File: src/rtl/mac_timing_pkg.sv
// Raster geometry, RAM buffer offsets and bus slot encoding shared by the Mac video timing block.
package mac_timing_pkg;

    localparam logic [8:0] H_ACTIVE = 9'd256;
    localparam logic [8:0] H_TOTAL  = 9'd352;
    localparam logic [8:0] V_ACTIVE = 9'd342;
    localparam logic [8:0] V_TOTAL  = 9'd370;

    localparam logic [22:0] MEM_TOP         = 23'h400000;
    localparam logic [22:0] SCREEN_OFS_MAIN = 23'h005900;
    localparam logic [22:0] SCREEN_OFS_ALT  = 23'h00D900;
    localparam logic [22:0] SOUND_OFS_MAIN  = 23'h000300;
    localparam logic [22:0] SOUND_OFS_ALT   = 23'h005F00;

    // The four clk8 phases of one RAM access window.
    typedef enum logic [1:0] {
        SLOT_VID0 = 2'd0,
        SLOT_VID1 = 2'd1,
        SLOT_CPU0 = 2'd2,
        SLOT_CPU1 = 2'd3
    } slot_e;

    // vid_main follows the VIA PA6 sense: 1 selects the main screen buffer.
    function automatic logic [21:0] screen_base(input logic vid_main);
        logic [22:0] base;
        base = MEM_TOP - (vid_main ? SCREEN_OFS_MAIN : SCREEN_OFS_ALT);
        return base[21:0];
    endfunction

    function automatic logic [21:0] sound_base(input logic snd_alt_sel);
        logic [22:0] base;
        base = MEM_TOP - (snd_alt_sel ? SOUND_OFS_ALT : SOUND_OFS_MAIN);
        return base[21:0];
    endfunction

endpackage

File: src/rtl/mac_raster_counter.sv
// Horizontal/vertical raster position; exposes the position the next clk8 step will move to.
module mac_raster_counter
    import mac_timing_pkg::*;
#(
    parameter logic [8:0] H_TOT = H_TOTAL,
    parameter logic [8:0] V_TOT = V_TOTAL
) (
    input  logic       clk32,
    input  logic       _systemReset,
    input  logic       advance,
    output logic [1:0] bus_cycle,
    output logic [8:0] hcount_next,
    output logic [8:0] vcount_next,
    output logic       frame_wrap
);

    logic [8:0] hcount_reg;
    logic [8:0] vcount_reg;
    logic       line_wrap;

    // Next position is computed unconditionally; the owner of advance decides when it lands.
    always_comb begin
        line_wrap   = (hcount_reg == H_TOT - 9'd1);
        frame_wrap  = line_wrap && (vcount_reg == V_TOT - 9'd1);
        hcount_next = line_wrap ? 9'd0 : hcount_reg + 9'd1;
        vcount_next = vcount_reg;
        if (line_wrap) begin
            vcount_next = frame_wrap ? 9'd0 : vcount_reg + 9'd1;
        end
    end

    always_ff @(posedge clk32 or negedge _systemReset) begin
        if (!_systemReset) begin
            hcount_reg <= 9'd0;
            vcount_reg <= 9'd0;
        end else if (advance) begin
            hcount_reg <= hcount_next;
            vcount_reg <= vcount_next;
        end
    end

    assign bus_cycle = hcount_reg[1:0];

endmodule

File: src/rtl/mac_video_timing.sv
// Mac raster timing and RAM slot generator: blanking, video/CPU bus split, memory latch strobe,
// and the RAM byte address of each pixel-word and sound-sample fetch.
module mac_video_timing
    import mac_timing_pkg::*;
#(
    parameter logic [8:0] H_ACT = H_ACTIVE,
    parameter logic [8:0] H_TOT = H_TOTAL,
    parameter logic [8:0] V_ACT = V_ACTIVE,
    parameter logic [8:0] V_TOT = V_TOTAL
) (
    input  logic        clk32,
    input  logic        _systemReset,
    input  logic        clk8_en_p,
    input  logic        clk8_en_n,
    input  logic        vid_alt,
    input  logic        snd_alt,
    output logic        _hblank,
    output logic        _vblank,
    output logic        videoBusControl,
    output logic        cpuBusControl,
    output logic        memoryLatch,
    output logic        loadPixels,
    output logic        loadSound,
    output logic [21:0] videoAddr
);

    // Sound sample is fetched in the second phase of the access window starting at H_ACT+4.
    localparam logic [8:0] SOUND_HCOUNT = H_ACT + 9'd5;

    logic [1:0]  bus_cycle;
    logic [8:0]  hcount_next;
    logic [8:0]  vcount_next;
    logic        frame_wrap;

    slot_e       slot_now;
    slot_e       slot_next;
    logic        vid_main_reg;
    logic        vid_main_next;
    logic        snd_alt_reg;
    logic        snd_alt_next;
    logic        mem_latch_next;
    logic        load_pixels_next;
    logic        load_sound_next;
    logic [21:0] video_addr_next;

    logic        hblank_n_reg;
    logic        vblank_n_reg;
    logic        vid_bus_reg;
    logic        cpu_bus_reg;
    logic        mem_latch_reg;
    logic        load_pixels_reg;
    logic        load_sound_reg;
    logic [21:0] video_addr_reg;

    mac_raster_counter #(
        .H_TOT (H_TOT),
        .V_TOT (V_TOT)
    ) u_raster (
        .clk32        (clk32),
        ._systemReset (_systemReset),
        .advance      (clk8_en_p),
        .bus_cycle    (bus_cycle),
        .hcount_next  (hcount_next),
        .vcount_next  (vcount_next),
        .frame_wrap   (frame_wrap)
    );

    always_comb begin
        slot_now  = slot_e'(bus_cycle);
        slot_next = slot_e'(hcount_next[1:0]);

        // Buffer selects only move at the frame boundary so a frame never mixes buffers.
        vid_main_next = frame_wrap ? vid_alt : vid_main_reg;
        snd_alt_next  = frame_wrap ? snd_alt : snd_alt_reg;

        load_pixels_next = (slot_next == SLOT_VID1) && !hcount_next[2] &&
                           (hcount_next < H_ACT) && (vcount_next < V_ACT);
        load_sound_next  = (hcount_next == SOUND_HCOUNT);

        if (load_sound_next) begin
            video_addr_next = sound_base(snd_alt_next) + {12'd0, vcount_next, 1'b0};
        end else begin
            video_addr_next = screen_base(vid_main_next) + {7'd0, vcount_next, 6'd0}
                              + {16'd0, hcount_next[7:3], 1'b0};
        end

        // A coincident positive phase means the slot is moving; no data is valid to latch.
        mem_latch_next = clk8_en_n && !clk8_en_p &&
                         ((slot_now == SLOT_VID1) || (slot_now == SLOT_CPU1));
    end

    always_ff @(posedge clk32 or negedge _systemReset) begin
        if (!_systemReset) begin
            vid_main_reg    <= 1'b1;
            snd_alt_reg     <= 1'b0;
            hblank_n_reg    <= 1'b1;
            vblank_n_reg    <= 1'b1;
            vid_bus_reg     <= 1'b1;
            cpu_bus_reg     <= 1'b0;
            mem_latch_reg   <= 1'b0;
            load_pixels_reg <= 1'b0;
            load_sound_reg  <= 1'b0;
            video_addr_reg  <= screen_base(1'b1);
        end else begin
            mem_latch_reg <= mem_latch_next;
            if (clk8_en_p) begin
                vid_main_reg    <= vid_main_next;
                snd_alt_reg     <= snd_alt_next;
                hblank_n_reg    <= (hcount_next < H_ACT);
                vblank_n_reg    <= (vcount_next < V_ACT);
                vid_bus_reg     <= (slot_next == SLOT_VID0) || (slot_next == SLOT_VID1);
                cpu_bus_reg     <= (slot_next == SLOT_CPU0) || (slot_next == SLOT_CPU1);
                load_pixels_reg <= load_pixels_next;
                load_sound_reg  <= load_sound_next;
                video_addr_reg  <= video_addr_next;
            end
        end
    end

    assign _hblank         = hblank_n_reg;
    assign _vblank         = vblank_n_reg;
    assign videoBusControl = vid_bus_reg;
    assign cpuBusControl   = cpu_bus_reg;
    assign memoryLatch     = mem_latch_reg;
    assign loadPixels      = load_pixels_reg;
    assign loadSound       = load_sound_reg;
    assign videoAddr       = video_addr_reg;

endmodule

File: config.mk
export PLATFORM = sky130hd
export DESIGN_NAME = mac_video_timing
export DESIGN_NICKNAME = d
export VERILOG_FILES = /design/src/rtl/mac_timing_pkg.sv /design/src/rtl/mac_raster_counter.sv /design/src/rtl/mac_video_timing.sv
export SDC_FILE = /design/constraint.sdc
export NUM_CORES = 1
export LEC_CHECK = 0
export ABC_AREA = 1
export BUFFER_PORTS_ARGS = -buffer_cell sky130_fd_sc_hd__buf_2
export CAP_MARGIN = 40
export CORE_ASPECT_RATIO = 1.5
export CORE_MARGIN = 2
export CORE_UTILIZATION = 36
export CTS_BUF_LIST = sky130_fd_sc_hd__clkbuf_2 sky130_fd_sc_hd__clkbuf_4 sky130_fd_sc_hd__clkbuf_8
export CTS_CLUSTER_DIAMETER = 150
export DETAILED_ROUTE_END_ITERATION = 12
export GPL_TIMING_DRIVEN = 0
export PLACE_DENSITY = 0.55
export SYNTH_ARGS = -nofsm -noshare
export SYNTH_HDL_FRONTEND = slang
export SYNTH_HIERARCHICAL = 1
export SYNTH_SLANG_ARGS = --single-unit
File: constraint.sdc
create_clock -name clk32 -period 2.7 [get_ports clk32]
set_input_delay 0.27 -clock clk32 [delete_from_list [all_inputs] [get_ports clk32]]
set_output_delay 0.27 -clock clk32 [all_outputs]
set_load 0.02 [all_outputs]
---- Yosys cells after proc, flatten, opt, wreduce, memory -nomap -nowiden ----
Cells that the tools add are included.
cells by class
  add/sub/neg operators ................... 7
  multiply operators ...................... 0
  div/mod/pow operators ................... 0
  order comparisons ....................... 2
  equal/unequal tests ..................... 8
  shift operators ......................... 0
  muxes and demuxes ....................... 8
  bitwise logic cells ..................... 0
  reductions and logical operators ........ 12
operator list
  kind                                                                   number
  9-bit equality test, second input constant                             3
  9-bit 2-to-1 mux                                                       3
  22-bit 2-to-1 mux                                                      1
  18-bit by 7-bit adder with 19-bit output                               1
  17-bit by 16-bit adder with 18-bit output                              1
  9-bit by 1-bit adder with 9-bit output, second input constant          2
  9-bit < comparator, second input constant                              2
  16-bit by 11-bit adder with 17-bit output                              1
  1-bit by 16-bit subtractor with 17-bit output, first input constant    1
  16-bit 2-to-1 mux                                                      1
  1-bit by 15-bit subtractor with 16-bit output, first input constant    1
  15-bit 2-to-1 mux                                                      1
  2-bit equality test, second input constant                             3
  1-bit logical AND                                                      6
  2-bit by 1-bit equality test with 1-bit output, second input constant  2
  1-bit logical OR                                                       3
  1-bit zero test                                                        2
  2-bit zero test                                                        1
  1-bit 2-to-1 mux                                                       2
word-level totals
  bits in registers ....................... 49
  latch bits .............................. 0
  memory bits (writable) .................. 0
  bits in read-only memories .............. 0
  bits of input ports ..................... 6
  output and inout port bits .............. 29
  word-level logic and storage cells ...... 49
  memories ................................ 0

---- Logic depth before layout (Yosys ltp) ----
  depth after elaboration ................. 8
  gate-level depth with buffers ........... 19
  depth with buffers taken out ............ 19

---- By module ----
Netlist, hierarchy kept.
modules (own cells, without submodules)
  module              times used  cells each  area each (um^2)  seq. area each (um^2)
  mac_video_timing    1           210         1585.3            690.7
  mac_raster_counter  1           194         1268.7            450.4

---- Worst setup path before layout ----
Ideal clock, no wire load.
  kind .................................... flip-flop to flip-flop
  start ................................... register u_raster.hcount_reg[0]
  end ..................................... register video_addr_reg[14], in the netlist videoAddr[14]
  setup time .............................. 0.117 ns
  arrival time ............................ 2.133 ns
  required time ........................... 2.583 ns
  slack ................................... 0.449 ns
  stages on the path, launching flop included .. 16
  buffers on the path ..................... 1
  period minus slack after synthesis ...... 2.251 ns
  cells stage by stage .................... dfrtp_1 -> ha_1 -> nand4_2 -> nor2_4 -> buf_6 -> nand2_1 -> nand2_1 -> nand2_1 -> nor2_1 -> ha_1 -> inv_1 -> ha_1 -> nand4_1 -> nand2_1 -> nor2_1 -> nor2_1
on the way
  word-level cells in the longest chain between the ends .. 7
  elaborated cells between the ends (all ways) .. 14
  classes of those cells .................. add/sub: 5; eq/ne: 2; mux: 6; reduce/logical: 1
ends and longest elaborated chain
  element                                    line                      RTL
  start: declaration                         mac_raster_counter.sv:17  logic [8:0] hcount_reg;
  start signal: assignment                   mac_raster_counter.sv:37  hcount_reg <= hcount_next;
  9-bit equality test *                      mac_raster_counter.sv:23  line_wrap = (hcount_reg == H_TOT - 9'd1);
  1-bit logical AND                          mac_raster_counter.sv:24  frame_wrap = line_wrap && (vcount_reg == V_TOT - 9'd1);
  9-bit 2-to-1 mux                           mac_raster_counter.sv:28  vcount_next = frame_wrap ? 9'd0 : vcount_reg + 9'd1;
  9-bit 2-to-1 mux *                         mac_raster_counter.sv:27  if (line_wrap) begin
  net vcount_next[8]                         mac_video_timing.sv:32    logic [8:0] vcount_next;
  17-bit by 16-bit adder with 18-bit output  mac_video_timing.sv:83    video_addr_next = screen_base(vid_main_next) + {7'd0, vcount_next, 6'd0}
  18-bit by 7-bit adder with 19-bit output   mac_video_timing.sv:84    + {16'd0, hcount_next[7:3], 1'b0};
  22-bit 2-to-1 mux *                        mac_video_timing.sv:80    if (load_sound_next) begin
  end signal: assignment                     mac_video_timing.sv:103   video_addr_reg <= screen_base(1'b1);
  end signal: assignment                     mac_video_timing.sv:115   video_addr_reg <= video_addr_next;
  end: declaration                           mac_video_timing.sv:53    logic [21:0] video_addr_reg;
Mark *: on every way through the listed nets, which the timed path passes. The rest lies on a longest branch.
A chain may end at the register's enable or synchronous reset.

---- Worst setup path after layout ----
Ends and elaborated chain as after synthesis.

==> out/qor.txt <==
Die X = 76.6 um
Die height = 113 um
Final clock skew = 0.00857 ns
CTS clk-pin slew, worst paths = 0.10 ns
Gpl congestion = 0.874
Drt pass-1 iters = 4
Finished Core Util = 0.433
Fin. Hold Viols = 0
Cells after synthesis = 403
FF-to-FF setup slack = 0.17 ns
Final net count = 465
Peak supply drop = 0.215 mV
Post-route minimum period = 2.53 ns
Dpl ws = 0.0134 ns
Syn_nets = 418
Internal power = 0.00113 W
Worst-skew pair later-pin latency = 0.32 ns
Slew @ Worst Pin = 0.597 ns
Share of post-route cells with drive strength above 1 = 0.224
IO Pins = 35
Starting DRT DRC Count = 125
Antenna violations before repair = 0
Max reg flops = 18
Syn Area/Cell = 7.06 um^2
Clk pwr share = 0.253
Row count = 39
Run status = complete, no violations
Grt total ovfl = 0
First-pass GRT wire length = 12.0 mm
CTS root buf = clkbuf_8
Clock Tree Buf Depth = 2
Area Overhead vs Synth = 16.6%
Setup ws final = 0.169 ns
CTS Sinks = 45
Drt total wl = 7.27 mm
Sw frac = 0.380
Synth Cell Area = 0.00285 mm^2
Sequential power share = 0.467
Worst-path maximum fanout = 9
Largest net degree at the start of global routing = 25
Startpoint types = flip-flop
MaxCap Viol Count = 0
Initial core utilization = 0.372
Hold Crit Class = primary input to flip-flop
# setup viols final = 0
Critical Path RT = 2.92 ns
Sw power = 0.000694 W
Drt drc = 0
Kind of critical path = flip-flop to flip-flop
Detailed-route vias per instance = 4.65
Pleak = 1.77 nW
Diode count = 0
CTS tree = yes
Vias in the first global route = 2498
Peak Freq = 395 MHz
Crit end category = flip-flop
Setup TNS = 0 ns
Avg WL per Cell = 13.1 um
Buffers added on ports = 33
Via count = 2573
Unrepaired setup endpoints after global routing = yes
PD cells = 550 mW/mm^2
Ys Warns = 6
CTS Buf Count = 5
Rel. slew slack = 0.602
ANT nets after route = 0
Total Routing Usage GR = 0.175
Die area = 0.00865 mm^2
Core area = 0.00766 mm^2
Worst hold path stage count = 3
Hold WS = 0.144 ns
Hpwl dp = 5.64 mm
Share of total power in combinational logic = 0.280
H-Tree Depth = 2
WP data arrival = 2.75 ns
Slew Limit Fails = 0
Tcrit/Tclk final = 0.937
Worst reg-to-reg path cell count = 15
## final cells by class
| type | count | area (um^2) |
|---|---|---|
| buffer | 16 | 95.1 |
| timing repair buffer | 40 | 240 |
| multi-input combinational | 292 | 1430 |
| sequential | 45 | 1140 |
| fill | 822 | 4340 |
| clock buffer | 5 | 68.8 |
| inverter | 50 | 188 |
| tap | 102 | 128 |
| clock inverter | 3 | 25.0 |
## metrics by stage
step                total power [W]  area (um^2)  std cells
finish                      0.00183         3320        553
global route                0.00194         3320        553
CTS                         0.00185         3270        548
detailed placement          0.00138         3170        539
global placement            0.00136         3140        538
floorplan                   0.00122         2850        403
## power by group through the flow
stage	registers, W	clock network [W]	logic [W]
floorplan	0.000915	0	0.000305
global placement	0.000861	0	0.000500
detailed placement	0.000865	0	0.000514
CTS	0.000852	0.000480	0.000516
global route	0.000866	0.000509	0.000568
finish	0.000854	0.000462	0.000511
## path summary, 6_finish.rpt
kind,from,end
hold reg to reg,videoAddr[13],videoAddr[13]
setup / recovery,u_raster/hcount_reg[0],videoAddr[14]
max in group asynchronous,_systemReset,videoAddr[9]
hold / removal,clk8_en_n,memoryLatch
min in group asynchronous,_systemReset,u_raster/hcount_reg[3]
setup reg to reg,u_raster/hcount_reg[0],videoAddr[14]
## layout by cell type, fill, tap and decap left out, types with 2 or more instances in the layout
cell        n
nand4_1     9
nor2_4      4
inv_1      43
o21ai_1     2
buf_2      39
clkbuf_8    5
nand2_2     4
inv_2       7
a21oi_1     3
xor2_1      6
o21ai_0    14
buf_4      10
dfrtp_1    32
ha_1        8
nor2_2      5
nor2_1     32
o21ai_2     3
nand3b_1    4
nand2_1   155
nand3_1    34
dfstp_2    12
clkbuf_1    3
## routing by layer
layer	global-route usage	vias to the layer above	wire, um
met5	0	-	0
met4	0.0788	0	199
met3	0.0263	15	170
met2	0.332	39	3910
met1	0.189	1179	2990
li1	-	1340	-
## worst max-delay path: stages (launching register included)
cell	delay [ns]
dfrtp_2	0.42
ha_2	0.24
nand4_2	0.14
nor2_4	0.23
buf_6	0.17
nand2_1	0.05
nand2_1	0.07
nand2_1	0.08
nor2_2	0.19
ha_1	0.23
inv_1	0.09
ha_1	0.20
nand4_1	0.12
nand2_1	0.06
nor2_1	0.11
nor2_1	0.04
## timing repair
action | 4_1_cts | 5_1_grt
pin swaps | 0 | 2
hold buffers | 1 | 0
resized for setup | 1 | 7
buffers inserted | 0 | 5
endpoints found under the setup margin | 1 | 17
hold endpoints to repair | 13 | 0
Power figures use the tool's default switching activity.
